## config.mk

```make
export PLATFORM = sky130hd
export DESIGN_NAME = osnt_sume_be_to_le_downsizer
export DESIGN_NICKNAME = d
export VERILOG_FILES = /design/src/rtl/osnt_sume_be_to_le_downsizer_pkg.sv /design/src/rtl/osnt_sume_byte_swap.sv /design/src/rtl/osnt_sume_be_to_le_downsizer.sv
export SDC_FILE = /design/constraint.sdc
export NUM_CORES = 1
export LEC_CHECK = 0
export ABC_AREA = 1
export CAP_MARGIN = 20
export CORE_ASPECT_RATIO = 1.25
export CORE_UTILIZATION = 30
export DETAILED_ROUTE_END_ITERATION = 10
export GPL_TIMING_DRIVEN = 0
export PLACE_DENSITY = 0.54
export SETUP_SLACK_MARGIN = 0.5
export SYNTH_ARGS = -nofsm -noshare
export SYNTH_HDL_FRONTEND = slang
export SYNTH_SLANG_ARGS = --single-unit
```

## constraint.sdc

```tcl
create_clock -name ACLK -period 3.25 [get_ports ACLK]
set_input_delay 0.325 -clock ACLK [delete_from_list [all_inputs] [get_ports ACLK]]
set_output_delay 0.325 -clock ACLK [all_outputs]
set_load 0.02 [all_outputs]
```

## src/rtl/osnt_sume_be_to_le_downsizer_pkg.sv

```systemverilog
// Shared sizing helpers for the BE->LE transmit gearbox.
// Latency: n/a (constants and elaboration-time functions only).
// Backpressure: n/a.
package osnt_sume_be_to_le_downsizer_pkg;

    localparam int DEF_S_WIDTH     = 256;
    localparam int DEF_M_WIDTH     = 64;
    localparam int DEF_TUSER_WIDTH = 128;

    // Width of the word-index counter; a ratio of 1 still gets a 1-bit counter.
    function automatic int idx_width(input int ratio);
        return (ratio > 1) ? $clog2(ratio) : 1;
    endfunction

endpackage

```

## src/rtl/osnt_sume_byte_swap.sv

```systemverilog
// Reverses byte order of one word: byte at the MSB end lands at bits [7:0].
// Latency: purely combinational.
// Backpressure: none, no state.
module osnt_sume_byte_swap #(
    parameter int DATA_WIDTH = 64
) (
    input  logic [DATA_WIDTH-1:0] din,
    output logic [DATA_WIDTH-1:0] dout
);

    localparam int NB = DATA_WIDTH / 8;

    for (genvar j = 0; j < NB; j++) begin : g_byte
        assign dout[8*j +: 8] = din[DATA_WIDTH-1-8*j -: 8];
    end

endmodule

```

## src/rtl/osnt_sume_be_to_le_downsizer.sv

```systemverilog
// Wide big-endian AXIS beats -> narrow little-endian words; empty tail words dropped.
// Latency: beat accepted in cycle N, word 0 valid in cycle N+1; outputs combinational from buffer.
// Backpressure: one-beat buffer; input ready only when empty or the final word drains this cycle.
module osnt_sume_be_to_le_downsizer
    import osnt_sume_be_to_le_downsizer_pkg::*;
#(
    parameter int C_S_AXIS_DATA_WIDTH  = DEF_S_WIDTH,
    parameter int C_M_AXIS_DATA_WIDTH  = DEF_M_WIDTH,
    parameter int C_S_AXIS_TUSER_WIDTH = DEF_TUSER_WIDTH
) (
    input  logic                              ACLK,
    input  logic                              ARESETN,
    input  logic [C_S_AXIS_DATA_WIDTH-1:0]    S_AXIS_TDATA,
    input  logic [C_S_AXIS_DATA_WIDTH/8-1:0]  S_AXIS_TKEEP,
    input  logic [C_S_AXIS_TUSER_WIDTH-1:0]   S_AXIS_TUSER,
    input  logic                              S_AXIS_TLAST,
    input  logic                              S_AXIS_TVALID,
    output logic                              S_AXIS_TREADY,
    output logic [C_M_AXIS_DATA_WIDTH-1:0]    M_AXIS_TDATA,
    output logic [C_M_AXIS_DATA_WIDTH/8-1:0]  M_AXIS_TKEEP,
    output logic [C_S_AXIS_TUSER_WIDTH-1:0]   M_AXIS_TUSER,
    output logic                              M_AXIS_TLAST,
    output logic                              M_AXIS_TVALID,
    input  logic                              M_AXIS_TREADY
);

    localparam int S     = C_S_AXIS_DATA_WIDTH;
    localparam int M     = C_M_AXIS_DATA_WIDTH;
    localparam int KW    = S / 8;
    localparam int NB    = M / 8;
    localparam int RATIO = S / M;
    localparam int IDXW  = idx_width(RATIO);

    logic [S-1:0]                    buf_data;
    logic [KW-1:0]                   buf_keep;
    logic [C_S_AXIS_TUSER_WIDTH-1:0] buf_user;
    logic                            buf_last;
    logic                            buf_valid;
    logic [IDXW-1:0]                 idx;
    logic [IDXW-1:0]                 last_idx;

    logic [IDXW-1:0] load_last_idx;
    logic [M-1:0]    word_be;
    logic [NB-1:0]   keep_be;
    logic            fire;
    logic            at_last;
    logic            drain;
    logic            load;

    assign fire    = buf_valid & M_AXIS_TREADY;
    assign at_last = (idx == last_idx);
    assign drain   = fire & at_last;

    // Reset holds the input stalled; otherwise accept into an empty or draining buffer.
    assign S_AXIS_TREADY = ARESETN & (~buf_valid | drain);
    assign load          = S_AXIS_TVALID & S_AXIS_TREADY;

    // Highest output word carrying any kept byte; non-last beats always use every word.
    always_comb begin
        load_last_idx = '0;
        for (int k = 0; k < RATIO; k++) begin
            if (|S_AXIS_TKEEP[KW-1-NB*k -: NB]) begin
                load_last_idx = IDXW'(k);
            end
        end
        if (!S_AXIS_TLAST) begin
            load_last_idx = IDXW'(RATIO - 1);
        end
    end

    // Select the current BE word and its keep bits from the held beat.
    always_comb begin
        word_be = '0;
        keep_be = '0;
        for (int k = 0; k < RATIO; k++) begin
            if (idx == IDXW'(k)) begin
                word_be = buf_data[S-1-M*k -: M];
                keep_be = buf_keep[KW-1-NB*k -: NB];
            end
        end
    end

    osnt_sume_byte_swap #(
        .DATA_WIDTH (M)
    ) u_byte_swap (
        .din  (word_be),
        .dout (M_AXIS_TDATA)
    );

    // Keep bit nearest the MSB qualifies byte 0, which now sits at the LSB.
    for (genvar j = 0; j < NB; j++) begin : g_keep
        assign M_AXIS_TKEEP[j] = keep_be[NB-1-j];
    end

    assign M_AXIS_TVALID = buf_valid;
    assign M_AXIS_TLAST  = buf_last & at_last;
    assign M_AXIS_TUSER  = buf_user;

    // Buffer load, word index advance and drain; a load in the drain cycle wins.
    always_ff @(posedge ACLK or negedge ARESETN) begin
        if (!ARESETN) begin
            buf_data  <= '0;
            buf_keep  <= '0;
            buf_user  <= '0;
            buf_last  <= 1'b0;
            buf_valid <= 1'b0;
            idx       <= '0;
            last_idx  <= '0;
        end else if (load) begin
            buf_data  <= S_AXIS_TDATA;
            buf_keep  <= S_AXIS_TKEEP;
            buf_user  <= S_AXIS_TUSER;
            buf_last  <= S_AXIS_TLAST;
            buf_valid <= 1'b1;
            idx       <= '0;
            last_idx  <= load_last_idx;
        end else if (drain) begin
            buf_valid <= 1'b0;
            idx       <= '0;
        end else if (fire) begin
            idx <= idx + 1'b1;
        end
    end

endmodule

```

* Yosys cells after proc, flatten, opt, wreduce, memory -nomap -nowiden
Cells that the tools add are included.
** Word-level totals
- Logic and storage cells :: 42
- Bits in registers :: 422
- Output and inout port bits :: 203
- Input port bits :: 421
** Cells by class
- Reductions and logical operators :: 6
- Equality and inequality tests :: 4
- Multiplexer cells :: 17
- Add/subtract/negate cells :: 1
- Bitwise logic cells :: 7
** Operators with widths (number)
- 64-bit two-way mux :: 4
- 8-bit two-way mux :: 4
- 8-bit OR reduction :: 3
- 2-bit two-way mux :: 6
- 1-bit AND :: 5
- 2-bit equality test, second input constant :: 2
- 1-bit two-way mux :: 3
- 3-bit nonzero test :: 1
- 2-bit by 1-bit adder with 2-bit output, second input constant :: 1
- 2-bit by 1-bit equality test with 1-bit output, second input constant :: 1
- 2-bit equality test :: 1
- 2-bit zero test :: 1
- 2-bit nonzero test :: 1
- 1-bit inverter :: 1
- 1-bit OR :: 1

* Longest topological paths before layout
- Depth after elaboration :: 6
- Gate-level depth with buffers :: 10

* By module
From an unflattened synthesis, not the netlist that was laid out.
** Unflattened totals
- Cell total of the unflattened synthesis :: 2474
- Area total of the unflattened synthesis :: 20188.1 µm²
** Modules (own cells, without submodules)
- osnt_sume_be_to_le_downsizer :: cells an instance 2410, times used 1, seq. area each 10560.1 µm², area each 19707.7 µm²
- osnt_sume_byte_swap :: cells an instance 64, times used 1, seq. area each 0.0 µm², area each 480.5 µm²

* Worst setup path after synthesis
No wires, ideal clock.
- Path type :: register -> output
- Start :: register idx[0]
- End :: output M_AXIS_TDATA[19]
- Path buffers :: 2
- Stages on the path, launching flop included :: 9
- Slack :: 1.036 ns
- Data required time :: 2.925 ns
- Arrival :: 1.889 ns
- Cells stage by stage :: dfrtp_1 inv_1 ha_1 clkbuf_1 clkbuf_1 nand3_1 nand2_1 o21ai_0 o21ai_0
** On the way
- Word-level cells in the longest chain between the ends :: 5
- Elaborated cells on any way between the ends :: 8
- Classes of those cells :: eq/ne: 3; mux: 4; reduce/logical: 1
** Ends and longest elaborated chain
- from (decl) :: line osnt_sume_be_to_le_downsizer.sv:39 : logic [IDXW-1:0] idx;
- from (signal assigned) :: line osnt_sume_be_to_le_downsizer.sv:121 : idx <= idx + 1'b1;
- 2-bit zero test :: line osnt_sume_be_to_le_downsizer.sv:76 : if (idx == IDXW'(k)) begin
- 64-bit two-way mux (3 in a row) :: line osnt_sume_be_to_le_downsizer.sv:76
- 64-bit two-way mux * :: line osnt_sume_be_to_le_downsizer.sv:76
- to (decl) :: line osnt_sume_be_to_le_downsizer.sv:19 : output logic [C_M_AXIS_DATA_WIDTH-1:0] M_AXIS_TDATA,
Every way passes the cells marked *; elsewhere a longest branch is shown, timed or not.

* Worst setup path in the final report
- Start :: register idx[0]
- End :: output M_AXIS_TDATA[27]
Same word-level chain as after synthesis.

==> impl_results.md <==
- Iter 0 DRT Violations: 1428
- CP delay by family, top: buffers and inverters
- First-pass GRT wire length: 134 mm
- Mapped Area: 19700 sq um
- Share of synthesized registers carrying an async set or reset: 100%
- Syn avg cell area: 8.18 sq um
- Hold slack final: 290 ps
- Static Leak: 14.1 nW
- Sequential share of the synthesized area: 53.6%
- Peak Freq: 0.362 GHz
- WP data required: 2920 ps
- Detailed Place HPWL: 69.0 mm
- Number of synthesized register bits: 422
- Setup TNS Final: 0 ps
- Drt first pass iters: 5
- CTS max path bufs: 3
- RSZ-0062 raised after global routing: yes
- Placeable Area: 64700 sq um
- Most used cell, CP: clkbuf_16
- Slowest-stage cell, CP: dfrtp_2
- Drt wl/cell: 22.9 microns
- Min-delay worst type: in2reg
- Proportion of layout cells with a drive suffix above 1: 11.7%
- Power per cell area: 1020 nW/um^2
- Post-synth EDFFs: 0
- Area leader, netlist: dfrtp_1
- Final global-route overflow total: 0
- Yosys top cell area share: 53.6%
- Slew Limit Headroom: 18.6%
- Met1 GRT Util: 31.7%
- Fin crit period: 2760 ps
- Slew @ Worst Pin: 1220 ps
- Die height: 289 microns
- Die area: 66800 sq um
- WP buf/inv: 4
- GRT met3 Usage: 5.98%
- Post-Route WL: 91.8 mm
- Setup WS pre-CTS: -725 ps
- Synth cell count leaders: nand2_1, dfrtp_1, nand4_1
- Slowest cell delay on critical path: 460 ps
- Crit. End Element: primary output
- H-tree depth: 2
- Final-layout fill cell count: 6468
- Grt met2 use: 47.4%
- Design area: 29500 sq um
- Vias: 20500
- Clock latency on the worst-skew pair: 600 ps
- Sink Count: 422
- Post-route DRC violation count: 0
- DP Area: 27100 sq um
- FF+latch area: 10600 sq um
- Vias in the first global route: 21200
- Die Wd: 231 microns
- Outcome: completed
- CTS clk-pin slew, worst paths: 60 ps
- Io pins: 624
- Worst Path Arrival: 2440 ps
- Num CTS Buffers: 50
- Crit Path Max Fanout: 10
- Syn Inst Count: 2410
- Hold Vio Cnt, Final: 0
- Nets: 3532
- Fin util: 45.6%
- Largest net degree at the start of global routing: 108
- Final setup vio count: 0
- Final Slew Violations: 0
- Multi-input gate area: 8230 sq um
- GPL Wtd Cong: 0.908
- Core Rows: 104
- Grt peak-use layer: met2
- Final Cycle Share: 85.0%
- Clock root buffer: clkbuf_16
- Final Worst Setup Slack: 489 ps
- Starting density of the core: 30.5%
- Clock Skews: 11.7 ps
- Startpoint types: flop
- Port buffer count: 622
- Max-cap violations: 0
- Count leader, synth: nand2_1
- Ranking of synthesized cells by area: dfrtp_1, nand2_1, nand4_1
- Post-route ant nets: 0
- Netlist cell types: 21
- Cells along the critical path: inv_4, ha_1, clkbuf_16, clkbuf_16, nand3_1, nand2_1, o21ai_0, o21ai_1, buf_4
- Area grow syn2layout: 49.7%
- Worst vdd rail ir drop: 531 uV
- Initial antenna violation count: 28
- Critical path class: reg2out
- Syn_nets: 2835
- Via-to-Cell Ratio: 5.10
- Dominant synthesized flop cell: dfrtp_1
- TritonCTS clock tree: yes
- Total GRT Usage: 26.8%
- Synth warn: 0
[per-stage QoR]
step | cells | power [mW]
global route | 4011 | 31.9
floorplan | 2410 | 16.6
finish | 4016 | 30.0
detailed placement | 3885 | 23.8
CTS | 3984 | 29.6
global placement | 3880 | 23.7
[routing by layer]
metal | wire length, microns | vias up
li1 | - | 9651
met1 | 35800 | 9903
met2 | 46700 | 728
met3 | 6220 | 160
met4 | 2890 | 24
met5 | 157 | -
[timing repair]
item	CTS	global route
pin swaps	7	21
hold buffers	2	0
gates cloned	0	5
hold endpoints to repair	47	0
setup endpoints to repair	73	64
buffers inserted	5	6
gates resized for setup	492	91
[state kept, by name (all words and copies together), names as in the netlist]
register,count
buf_data,256
buf_last,1
buf_keep,32
M_AXIS_TVALID,1
M_AXIS_TUSER,128
idx,2
last_idx,2
[final timing paths]
check	slack [ps]	end	cells after the start	from
worst min-delay path	290	M_AXIS_TUSER[44]$_DFFE_PN0P_	3	S_AXIS_TUSER[44]
max in group asynchronous	1390	M_AXIS_TUSER[34]$_DFFE_PN0P_	4	ARESETN
worst max-delay path	490	M_AXIS_TDATA[27]	9	idx[0]$_DFFE_PN0P_
min in group asynchronous	780	buf_data[86]$_DFFE_PN0P_	3	ARESETN
worst max register to register	980	buf_data[67]$_DFFE_PN0P_	7	idx[0]$_DFFE_PN0P_
worst min register to register	470	M_AXIS_TUSER[75]$_DFFE_PN0P_	2	M_AXIS_TUSER[75]$_DFFE_PN0P_
[kinds of logic (layout without fill, tap and decap cells)]
group / count (synthesis) / in the layout / synth area share (%)
other cells: 0 / 21 / 0
buf+inv: 254 / 991 / 5.51
fa+ha+maj: 4 / 4 / 0.254
flops: 422 / 422 / 53.6
simple gates: 1510 / 1510 / 34.2
compound gates: 218 / 218 / 6.38
xor+xnor: 2 / 2 / 0.0889
[placed cells by master (no fill, tap or decap), types with 9 or more instances in the layout]
cell,Yosys,routed
clkbuf_8,0,30
diode_2,0,21
a21oi_2,0,32
clkbuf_1,143,108
buf_8,0,9
o211ai_1,67,67
nand4_1,417,417
nand2_1,997,993
buf_6,0,10
clkdlybuf4s50_1,0,548
buf_4,7,63
buf_2,85,113
nor2_1,81,80
dfrtp_1,422,420
a21oi_1,140,108
nand3_1,10,10
clkbuf_16,0,61
[power breakdown]
part	internal, mW	total (mW)	switching (mW)
clock network	3.37	5.72	2.34
registers	7.71	9.22	1.51
logic	5.93	15.1	9.13
total	17.0	30.0	13.0
[tightest hold or removal path: cells and delay by family]
kind / cells / cell delay, ps
buffers and inverters: 1 / 390
AND/OR/NAND/NOR: 2 / 130
[layout make-up]
class,count,area share [%]
antenna,21,0.178
sequential,422,35.8
multi-input combinational,1734,27.9
clock buffer,81,5.32
inverter,14,0.263
timing repair buffer,645,21.5
tap,848,3.59
buffer,240,5.11
clock inverter,11,0.305
No activity file was read; power rests on OpenSTA's default activity.
